### src/rtl/alu_pkg.sv
`default_nettype none
// ============================================================================
// Module      : alu_pkg
// Description : Shared ALU B-operand definitions: select width, operand mode
//               codes and skid-buffer state encodings.
// Revision    : 1.0 - initial release
// ============================================================================
package alu_pkg;

    localparam int SEL_W = 3;

    // alu_srcB operand modes
    localparam logic [SEL_W-1:0] SRCB_REG    = 3'b000;
    localparam logic [SEL_W-1:0] SRCB_ONE    = 3'b001;
    localparam logic [SEL_W-1:0] SRCB_SEXT6  = 3'b010;
    localparam logic [SEL_W-1:0] SRCB_ZEXT8  = 3'b011;
    localparam logic [SEL_W-1:0] SRCB_SEXT12 = 3'b100;
    localparam logic [SEL_W-1:0] SRCB_BR     = 3'b101;
    localparam logic [SEL_W-1:0] SRCB_LUI    = 3'b110;
    localparam logic [SEL_W-1:0] SRCB_ZERO   = 3'b111;

    // Output skid-buffer occupancy
    typedef enum logic [1:0] {
        ST_EMPTY = 2'd0,
        ST_ONE   = 2'd1,
        ST_FULL  = 2'd2
    } buf_state_t;

endpackage : alu_pkg
`default_nettype wire

### src/rtl/alu_b_operand_stage_if.sv
`default_nettype none
// ============================================================================
// Module      : alu_b_operand_stage_if
// Description : Operand request/response bundle for the ALU B-operand stage.
//               master = decode side plus ALU consumer, slave = the stage.
// Revision    : 1.0 - initial release
// ============================================================================
interface alu_b_operand_stage_if #(
    parameter int DATA_W = 16,
    parameter int IMM_W  = 12,
    parameter int SEL_W  = 3
);
    logic              flush;
    logic              in_valid;
    logic              in_ready;
    logic [SEL_W-1:0]  alu_srcB;
    logic [IMM_W-1:0]  ir_imm;
    logic [DATA_W-1:0] B;
    logic              ex_fwd_vld;
    logic [DATA_W-1:0] ex_fwd_data;
    logic              wb_fwd_vld;
    logic [DATA_W-1:0] wb_fwd_data;
    logic              out_valid;
    logic              out_ready;
    logic [DATA_W-1:0] alu_B;
    logic [SEL_W-1:0]  alu_B_mode;

    modport master (
        output flush, in_valid, alu_srcB, ir_imm, B,
               ex_fwd_vld, ex_fwd_data, wb_fwd_vld, wb_fwd_data, out_ready,
        input  in_ready, out_valid, alu_B, alu_B_mode
    );

    modport slave (
        input  flush, in_valid, alu_srcB, ir_imm, B,
               ex_fwd_vld, ex_fwd_data, wb_fwd_vld, wb_fwd_data, out_ready,
        output in_ready, out_valid, alu_B, alu_B_mode
    );

endinterface : alu_b_operand_stage_if
`default_nettype wire

### src/rtl/alu_b_select.sv
`default_nettype none
// ============================================================================
// Module      : alu_b_select
// Description : Combinational B-operand mux: register path with EX/WB
//               forwarding, constants and extended/shifted immediates.
// Revision    : 1.0 - initial release
// ============================================================================
module alu_b_select #(
    parameter int DATA_W = 16,
    parameter int IMM_W  = 12,
    parameter int SEL_W  = 3
) (
    input  wire logic [SEL_W-1:0]  alu_srcB,
    input  wire logic [IMM_W-1:0]  ir_imm,
    input  wire logic [DATA_W-1:0] B,
    input  wire logic              ex_fwd_vld,
    input  wire logic [DATA_W-1:0] ex_fwd_data,
    input  wire logic              wb_fwd_vld,
    input  wire logic [DATA_W-1:0] wb_fwd_data,
    output logic      [DATA_W-1:0] operand
);
    import alu_pkg::*;

    logic [DATA_W-1:0] w_sext_imm;
    logic [15:0]       w_lui16;

    // Full-width sign extension is shared by the SEXT12 and branch modes
    assign w_sext_imm = {{(DATA_W-IMM_W){ir_imm[IMM_W-1]}}, ir_imm};
    // LUI pattern is defined on 16 bits; resized (zero-extend or truncate) below
    assign w_lui16    = {ir_imm[7:0], 8'h00};

    // Mode decode; EX forward has priority over WB since it is the younger result
    always_comb begin
        operand = '0;
        case (alu_srcB)
            SRCB_REG: begin
                if (ex_fwd_vld)      operand = ex_fwd_data;
                else if (wb_fwd_vld) operand = wb_fwd_data;
                else                 operand = B;
            end
            SRCB_ONE:    operand = {{(DATA_W-1){1'b0}}, 1'b1};
            SRCB_SEXT6:  operand = {{(DATA_W-6){ir_imm[5]}}, ir_imm[5:0]};
            SRCB_ZEXT8:  operand = {{(DATA_W-8){1'b0}}, ir_imm[7:0]};
            SRCB_SEXT12: operand = w_sext_imm;
            SRCB_BR:     operand = {w_sext_imm[DATA_W-2:0], 1'b0};
            SRCB_LUI:    operand = DATA_W'(w_lui16);
            SRCB_ZERO:   operand = '0;
            default:     operand = '0;
        endcase
    end

endmodule : alu_b_select
`default_nettype wire

### src/rtl/alu_b_operand_stage.sv
`default_nettype none
// ============================================================================
// Module      : alu_b_operand_stage
// Description : Registered ALU B-operand stage. Selects the operand, then
//               holds it in a 2-entry skid buffer so in_ready is a flop.
// Revision    : 1.0 - initial release
// ============================================================================
module alu_b_operand_stage #(
    parameter int DATA_W = 16,
    parameter int IMM_W  = 12,
    parameter int SEL_W  = 3
) (
    input  wire logic clk,
    input  wire logic rst_n,
    alu_b_operand_stage_if.slave bus
);
    import alu_pkg::*;

    buf_state_t        r_state;
    buf_state_t        w_state_nxt;
    logic              r_in_ready;
    logic [DATA_W-1:0] r_out_data;
    logic [SEL_W-1:0]  r_out_mode;
    logic [DATA_W-1:0] r_skid_data;
    logic [SEL_W-1:0]  r_skid_mode;

    logic [DATA_W-1:0] w_sel_data;
    logic              w_push;
    logic              w_pop;
    logic              w_load_out;
    logic              w_load_skid;
    logic              w_skid_to_out;

    alu_b_select #(
        .DATA_W (DATA_W),
        .IMM_W  (IMM_W),
        .SEL_W  (SEL_W)
    ) u_select (
        .alu_srcB    (bus.alu_srcB),
        .ir_imm      (bus.ir_imm),
        .B           (bus.B),
        .ex_fwd_vld  (bus.ex_fwd_vld),
        .ex_fwd_data (bus.ex_fwd_data),
        .wb_fwd_vld  (bus.wb_fwd_vld),
        .wb_fwd_data (bus.wb_fwd_data),
        .operand     (w_sel_data)
    );

    assign w_push = bus.in_valid && r_in_ready;
    assign w_pop  = (r_state != ST_EMPTY) && bus.out_ready;

    // Buffer next-state and datapath steering; flush overrides every transfer
    always_comb begin
        w_state_nxt   = r_state;
        w_load_out    = 1'b0;
        w_load_skid   = 1'b0;
        w_skid_to_out = 1'b0;
        if (bus.flush) begin
            w_state_nxt = ST_EMPTY;
        end else begin
            case (r_state)
                ST_EMPTY: begin
                    if (w_push) begin
                        w_state_nxt = ST_ONE;
                        w_load_out  = 1'b1;
                    end
                end
                ST_ONE: begin
                    if (w_push && w_pop) begin
                        w_load_out  = 1'b1;
                    end else if (w_push) begin
                        w_state_nxt = ST_FULL;
                        w_load_skid = 1'b1;
                    end else if (w_pop) begin
                        w_state_nxt = ST_EMPTY;
                    end
                end
                ST_FULL: begin
                    if (w_pop) begin
                        w_state_nxt   = ST_ONE;
                        w_skid_to_out = 1'b1;
                    end
                end
                default: w_state_nxt = ST_EMPTY;
            endcase
        end
    end

    // State register; in_ready is precomputed from the next state so it is a flop
    always_ff @(posedge clk) begin
        if (!rst_n) begin
            r_state    <= ST_EMPTY;
            r_in_ready <= 1'b1;
        end else begin
            r_state    <= w_state_nxt;
            r_in_ready <= (w_state_nxt != ST_FULL);
        end
    end

    // Output and skid registers; output only changes on load so it holds under stall
    always_ff @(posedge clk) begin
        if (!rst_n) begin
            r_out_data  <= '0;
            r_out_mode  <= '0;
            r_skid_data <= '0;
            r_skid_mode <= '0;
        end else begin
            if (w_load_out) begin
                r_out_data <= w_sel_data;
                r_out_mode <= bus.alu_srcB;
            end else if (w_skid_to_out) begin
                r_out_data <= r_skid_data;
                r_out_mode <= r_skid_mode;
            end
            if (w_load_skid) begin
                r_skid_data <= w_sel_data;
                r_skid_mode <= bus.alu_srcB;
            end
        end
    end

    assign bus.in_ready   = r_in_ready;
    assign bus.out_valid  = (r_state != ST_EMPTY);
    assign bus.alu_B      = r_out_data;
    assign bus.alu_B_mode = r_out_mode;

endmodule : alu_b_operand_stage
`default_nettype wire
### src/flat_wrapper.sv
// flat-port wrapper written by rule: the top's interface ports become plain ports
module alu_b_operand_stage_flat import alu_pkg::*;
#(
    parameter int DATA_W = 16,
    parameter int IMM_W  = 12,
    parameter int SEL_W  = 3
)
  (clk, rst_n, bus_flush, bus_in_valid, bus_alu_srcB, bus_ir_imm, bus_B, bus_ex_fwd_vld, bus_ex_fwd_data, bus_wb_fwd_vld, bus_wb_fwd_data, bus_out_ready, bus_in_ready, bus_out_valid, bus_alu_B, bus_alu_B_mode);
  alu_b_operand_stage_if #(.DATA_W(DATA_W), .IMM_W(IMM_W), .SEL_W(SEL_W)) bus_i ();
  input  wire logic clk;
  input  wire logic rst_n;
  input wire logic [$bits(bus_i.flush)-1:0] bus_flush;
  input wire logic [$bits(bus_i.in_valid)-1:0] bus_in_valid;
  input wire logic [$bits(bus_i.alu_srcB)-1:0] bus_alu_srcB;
  input wire logic [$bits(bus_i.ir_imm)-1:0] bus_ir_imm;
  input wire logic [$bits(bus_i.B)-1:0] bus_B;
  input wire logic [$bits(bus_i.ex_fwd_vld)-1:0] bus_ex_fwd_vld;
  input wire logic [$bits(bus_i.ex_fwd_data)-1:0] bus_ex_fwd_data;
  input wire logic [$bits(bus_i.wb_fwd_vld)-1:0] bus_wb_fwd_vld;
  input wire logic [$bits(bus_i.wb_fwd_data)-1:0] bus_wb_fwd_data;
  input wire logic [$bits(bus_i.out_ready)-1:0] bus_out_ready;
  output wire logic [$bits(bus_i.in_ready)-1:0] bus_in_ready;
  output wire logic [$bits(bus_i.out_valid)-1:0] bus_out_valid;
  output wire logic [$bits(bus_i.alu_B)-1:0] bus_alu_B;
  output wire logic [$bits(bus_i.alu_B_mode)-1:0] bus_alu_B_mode;
  assign bus_i.flush = bus_flush;
  assign bus_i.in_valid = bus_in_valid;
  assign bus_i.alu_srcB = bus_alu_srcB;
  assign bus_i.ir_imm = bus_ir_imm;
  assign bus_i.B = bus_B;
  assign bus_i.ex_fwd_vld = bus_ex_fwd_vld;
  assign bus_i.ex_fwd_data = bus_ex_fwd_data;
  assign bus_i.wb_fwd_vld = bus_wb_fwd_vld;
  assign bus_i.wb_fwd_data = bus_wb_fwd_data;
  assign bus_i.out_ready = bus_out_ready;
  assign bus_in_ready = bus_i.in_ready;
  assign bus_out_valid = bus_i.out_valid;
  assign bus_alu_B = bus_i.alu_B;
  assign bus_alu_B_mode = bus_i.alu_B_mode;
  alu_b_operand_stage #(.DATA_W(DATA_W), .IMM_W(IMM_W), .SEL_W(SEL_W)) u_core (.clk(clk), .rst_n(rst_n), .bus(bus_i));
endmodule
### config.mk
export PLATFORM = sky130hd
export DESIGN_NAME = alu_b_operand_stage_flat
export DESIGN_NICKNAME = d
export VERILOG_FILES = /design/src/rtl/alu_pkg.sv /design/src/rtl/alu_b_operand_stage_if.sv /design/src/rtl/alu_b_select.sv /design/src/rtl/alu_b_operand_stage.sv /design/src/flat_wrapper.sv
export SDC_FILE = /design/constraint.sdc
export NUM_CORES = 1
export LEC_CHECK = 0
export ABC_CLOCK_PERIOD_IN_PS = 1600
export CAP_MARGIN = 20
export CORE_ASPECT_RATIO = 0.8
export CORE_MARGIN = 4
export CORE_UTILIZATION = 29
export CTS_CLUSTER_DIAMETER = 120
export CTS_CLUSTER_SIZE = 30
export DETAILED_ROUTE_END_ITERATION = 10
export PLACE_DENSITY = 0.62
export SYNTH_ARGS = -nofsm -noshare
export SYNTH_HDL_FRONTEND = slang
export SYNTH_SLANG_ARGS = --single-unit
### constraint.sdc
create_clock -name clk -period 1.6 [get_ports clk]
set_clock_uncertainty 0.05 [all_clocks]
set_input_delay 0.16 -clock clk [delete_from_list [all_inputs] [get_ports clk]]
set_output_delay 0.16 -clock clk [all_outputs]
set_load 0.05 [all_outputs]
* Yosys cells after proc, flatten, opt, wreduce, memory -nomap -nowiden
Index checks and enable logic that the tools add are counted.
** Word-level totals
- Bits in registers :: 41
- Bits in latches :: 0
- RAM bits :: 0
- ROM bits :: 0
- Word-level logic and storage cells :: 47
- Memories kept :: 0
** Cells by class
- Add/subtract/negate cells :: 0
- Multipliers :: 0
- Div/mod/pow operators :: 0
- Order comparisons :: 0
- Eq/ne operators :: 10
- Shifts and indexed selects :: 0
- Multiplexer cells :: 24
- Bitwise gates (word level) :: 0
- Reduce and logical (&&, ||, !) cells :: 7
** Operators by type and width (number)
- 16-bit one-hot mux with 8 select lines :: 1
- 16-bit two-way mux :: 4
- 3-bit equality test, second input constant :: 4
- 2-bit two-way mux :: 6
- 1-bit two-way mux :: 9
- 3-bit by 2-bit equality test with 1-bit output, second input constant :: 2
- 3-bit two-way mux :: 2
- 2-bit one-hot mux with 3 select lines :: 1
- 2-bit nonzero test :: 2
- 3-bit by 1-bit equality test with 1-bit output, second input constant :: 1
- 1-bit logical AND :: 3
- 3-bit logical NOT :: 1
- 2-bit by 1-bit equality test with 1-bit output, second input constant :: 1
- 2-bit equality test, second input constant :: 1
- 2-bit logical NOT :: 1
- 2-bit inequality test, second input constant :: 1
- 1-bit one-hot mux with 2 select lines :: 1

* Longest topological paths before layout
Gate-level depths: netlist (run 1).
- Word-level depth :: 8
- Gate-level depth with buffers :: 7
- Depth with buffers taken out :: 4

* Hierarchy
A second synthesis (run 1) with hierarchy kept.
** Second synthesis, totals
- Cells, all modules :: 336
- Area, all modules :: 2790.2 um2
** Modules (own cells, without submodules)
- alu_b_operand_stage :: times used 1, cells an instance 214, area an instance 1866.8 um2, seq. area each 820.8 um2
- alu_b_select :: times used 1, cells an instance 122, area an instance 923.4 um2, seq. area each 0.0 um2

* Least setup slack after synthesis (run 1)
No wires, ideal clock.
- Path kind :: register -> register
- Start :: reg u_core.r_in_ready (netlist: u_core.bus.in_ready)
- End :: reg u_core.r_skid_data[12]
- Setup time :: 0.075 ns
- Arrival :: 1.776 ns
- Data required time :: 1.475 ns
- Setup slack :: -0.301 ns
- Cell stages (with the launch flop) :: 6
- Period minus slack after synthesis :: 1.901 ns
- Cells stage by stage :: dfxtp_1 -> nand2_1 -> nor4b_4 -> buf_6 -> nand2_1 -> o22ai_1
** Between the ends
- Word-level cells in the longest chain between the ends :: 5
- Elaborated cells between the ends (all ways) :: 6
- Those cells by class :: mux (4); reduce/logical (2)
** RTL lines
- start: declaration :: line alu_b_operand_stage.sv:21 : logic r_in_ready;
- start signal: assignment :: line alu_b_operand_stage.sv:96 : r_in_ready <= (w_state_nxt != ST_FULL);
- 1-bit logical AND * :: line alu_b_operand_stage.sv:49 : assign w_push = bus.in_valid && r_in_ready;
- 1-bit two-way mux / 1-bit logical AND (equally long branches) :: line alu_b_operand_stage.sv:71, alu_b_operand_stage.sv:69
- 1-bit two-way mux * :: line alu_b_operand_stage.sv:69 : if (w_push && w_pop) begin
- 1-bit two-way mux * :: line alu_b_operand_stage.sv:61 : case (r_state)
- 1-bit two-way mux * :: line alu_b_operand_stage.sv:58 : if (bus.flush) begin
- end signal: assignment :: line alu_b_operand_stage.sv:116 : r_skid_data <= w_sel_data;
- end: declaration :: line alu_b_operand_stage.sv:24 : logic [DATA_W-1:0] r_skid_data;
Every way passes the cells marked *; elsewhere a longest branch is shown, timed or not.
A chain may end at the register's enable or synchronous reset.

* Worst setup path after layout (run 1)
- Start :: reg u_core.r_state[0]
- End :: reg u_core.r_out_data[14] (netlist: u_core.bus.alu_B[14])
** Between the ends
- Word-level cells in the longest chain between the ends :: 7
- Elaborated cells between the ends (all ways) :: 14
- Those cells by class :: eq/ne (2); mux (7); reduce/logical (5)
** RTL lines
- start: declaration :: line alu_b_operand_stage.sv:19 : buf_state_t r_state;
- start signal: assignment :: line alu_b_operand_stage.sv:95 : r_state <= w_state_nxt;
- 2-bit nonzero test :: line alu_b_operand_stage.sv:50 : assign w_pop = (r_state != ST_EMPTY) && bus.out_ready;
- 1-bit logical AND :: line alu_b_operand_stage.sv:50
- 1-bit logical AND :: line alu_b_operand_stage.sv:69
- 1-bit two-way mux :: line alu_b_operand_stage.sv:69
- 1-bit one-hot mux with 2 select lines :: line alu_b_operand_stage.sv:61
- 1-bit two-way mux :: line alu_b_operand_stage.sv:58
- 16-bit two-way mux / 2-bit nonzero test (equally long branches)
- end signal: assignment :: line alu_b_operand_stage.sv:109 : r_out_data <= w_sel_data;
- end signal: assignment :: line alu_b_operand_stage.sv:112 : r_out_data <= r_skid_data;
- end: declaration :: line alu_b_operand_stage.sv:22 : logic [DATA_W-1:0] r_out_data;
Parallel ways exist; a longest one is shown, timed or not.

==> out/metrics.yaml, run 1 <==
reg2reg_slack_ns: -0.00003
hold_viol: 0
critPathMaxFanout: 7
via_per_inst: 5.048
synthesis.area_um2: 2527
slew_violations: 0
initial_utilization_pct: 29.79
min_period_over_period_pct: 100.0
dp_hpwl_mm: 6.200
clk_pin_slew_ns: 0.09
synth.avg_cell_area_um2: 8.715
io-pin-count: 91
ys_ff_latch: 41
final_util_pct: 47.96
clk_latency_ns: 0.29
hold_depth: 4
synthCells: 290
clockBufferDepth: 2
met1_length_mm: 3.699
finalPower_mw: 2.595
fin_crit_ns: 1.600
grt_antenna_before_repair: 0
tightest_slew_ns: 0.3341
setup_viol: 1
postSynth.asyncResetShare_pct: 0
synth_warnings: 0
die_h_um: 91.50
diodes: 0
yosysMostFrequentCell: "dfxtp_1"
p_leak_nw: 1.667
fin_ws_ns: -0.00003353
irDropWorstVdd_mv: 0.3653
start_kind: "register"
fp-row-count: 30
rr_worst_depth: 5
hold_class: "input pin to register"
crit_type: "register to register"
cp-end-kind: "register"
gp_congestion: 0.8709
swShare_pct: 31.10
power_density_nw_per_um2: 637.7
drtIter0Drc: 161
fp.dieW_um: 112.4
cp_data_arrival_time_ns: 1.72
synth_cell_type_count: 49
clock-root-buffer: "clkbuf_8"
internal-power_mw: 1.788
overflow: 0
core_um2: 8483
status: "finished, violations left"
syn_nets: 360
wl_met2_mm: 4.024
power_switching_mw: 0.8068
wl_per_cell_um: 15.89
max_cap_viol_count: 0
cp_data_required_time_ns: 1.72
cts_buffers: 5
area_growth_pct: 60.99
seqPwrFrac_pct: 41.7
io_buffers: 90
ant_nets: 0
clock_sinks: 41
firstDrtPassIters: 4
fmax_mhz: 625.0
fin_nets: 478
p_clk_share_pct: 26.3
wl_met3_um: 543
grt_pass1_vias: 2543
wl_mm: 8.277
drc: 0
synth_commonest_cells: "dfxtp_1, o21ai_0, nand2_1"
combPwrFrac_pct: 32.0
grt.total_usage_pct: 15.34
netlist.area_leader.share_pct: 32.48
synth_edf_count: 0
netlist_top_cells_area: "dfxtp_1, mux2_2, mux2i_1"
grt_pass1_wl_mm: 12.97
tritoncts: "built"
htree_levels: 2
violations: "negative setup slack"
drive_gt1_share_pct: 30.07
top_layer: "met4"
synth-seq-area-share_pct: 32.48
maxSlewHeadroom_pct: 77.49
vias: 2630
ys.flop_type: "dfxtp_1"
dieArea_um2: 10280
grt_max_degree: 40
yosysTopAreaCell: "dfxtp_1"
logic make-up after synthesis:
kind of cell,Yosys count,share of synthesized area (%)
AO/OA/AOI/OAI,101,24.75
flip-flops,41,32.48
AND/OR/NAND/NOR,73,17.52
XOR/XNOR,1,0.3466
multiplexers,45,19.06
buffers and inverters,29,5.841
worst paths after layout:
kind                          startpoint                      to
setup / recovery       u_core.r_state[0]    u_core.bus.alu_B[14]
hold / removal             bus_out_ready       u_core.r_state[1]
setup reg to reg       u_core.r_state[0]    u_core.bus.alu_B[14]
hold reg to reg   u_core.r_skid_data[15]  u_core.r_skid_data[15]
placed cells by master (no fill, tap or decap), types with 3 or more instances in the layout:
cell,instances
o211ai_1,6
nand2_1,26
a22oi_1,3
a2bb2oi_1,3
nand3_1,5
o22ai_1,3
mux2i_1,23
dfxtp_1,39
a221oi_2,4
inv_1,3
o21ai_1,13
nor2_1,4
clkbuf_8,5
a211oi_1,3
nand2b_1,3
a31oi_1,13
clkdlybuf4s50_1,68
buf_4,58
buf_12,8
mux2_2,21
nor2b_1,10
o21ai_0,22
a21oi_1,15
and3_1,6
and4b_1,3
o21ai_2,3
layout make-up:
type	instances	area [µm²]
Clock buffer	5	68.82
Timing Repair Buffer	137	1339
Inverter	3	11.26
Fill cell	838	4414
Tap cell	112	140.1
Sequential cell	41	828.3
Multi-Input combinational cell	220	1664
Clock inverter	3	17.52
timing repair:
action / CTS / global route
gates cloned: 0 / 2
hold buffers: 0 / 0
endpoints found under the setup margin: 18 / 34
pin swaps: 0 / 2
resized for setup: 8 / 31
setup buffers: 0 / 5
sequential cells by signal, indices dropped and copies added (netlist names):
| name | flops |
|---|---|
| u_core.bus.alu_B | 16 |
| u_core.r_skid_data | 16 |
| u_core.bus.alu_B_mode | 3 |
| u_core.bus.in_ready | 1 |
| u_core.r_skid_mode | 3 |
| u_core.r_state | 2 |
power by group through the flow:
stage | clock network [mW] | registers, mW | logic, mW
after floorplan | 0 | 1.22 | 0.280
after global routing | 0.741 | 1.09 | 0.891
after global placement | 0 | 1.11 | 0.770
after CTS | 0.692 | 1.08 | 0.795
after detailed placement | 0 | 1.11 | 0.778
final | 0.681 | 1.08 | 0.831
worst max-delay path, cell delays in order (launching register included):
cell       delay [ns]
dfxtp_4          0.35
and4bb_4         0.36
clkbuf_16        0.17
mux2_4           0.29
o21ai_0          0.18
a21oi_1          0.07
layer usage:
layer	GRT usage (%)	vias to the layer above
met3	3.931	2
met2	26.14	77
met5	0	-
li1	-	1322
met4	1.502	0
met1	20.26	1229
through the flow:
stage | hold WS, ns | instance area, µm² | instances | setup TNS (ns) | setup WS (ns)
floorplan | 0.1828 | 2536 | 290 | 0 | 0.02919
global placement | 0.4063 | 3761 | 506 | -11.07 | -0.3796
detailed placement | 0.4090 | 3761 | 506 | -11.49 | -0.4075
CTS | 0.4244 | 3890 | 514 | -0.004156 | -0.004156
global route | 0.2536 | 4069 | 521 | -0.04809 | -0.03690
finish | 0.2440 | 4069 | 521 | -0.00003353 | -0.00003353
Power figures use the tool's default switching activity.
==> run 2: changes to the inputs <==
- SLEW_MARGIN: unset -> 0
==> results of run 2 <==
The final DEF is identical to that of run 1; final timing and power are the same.
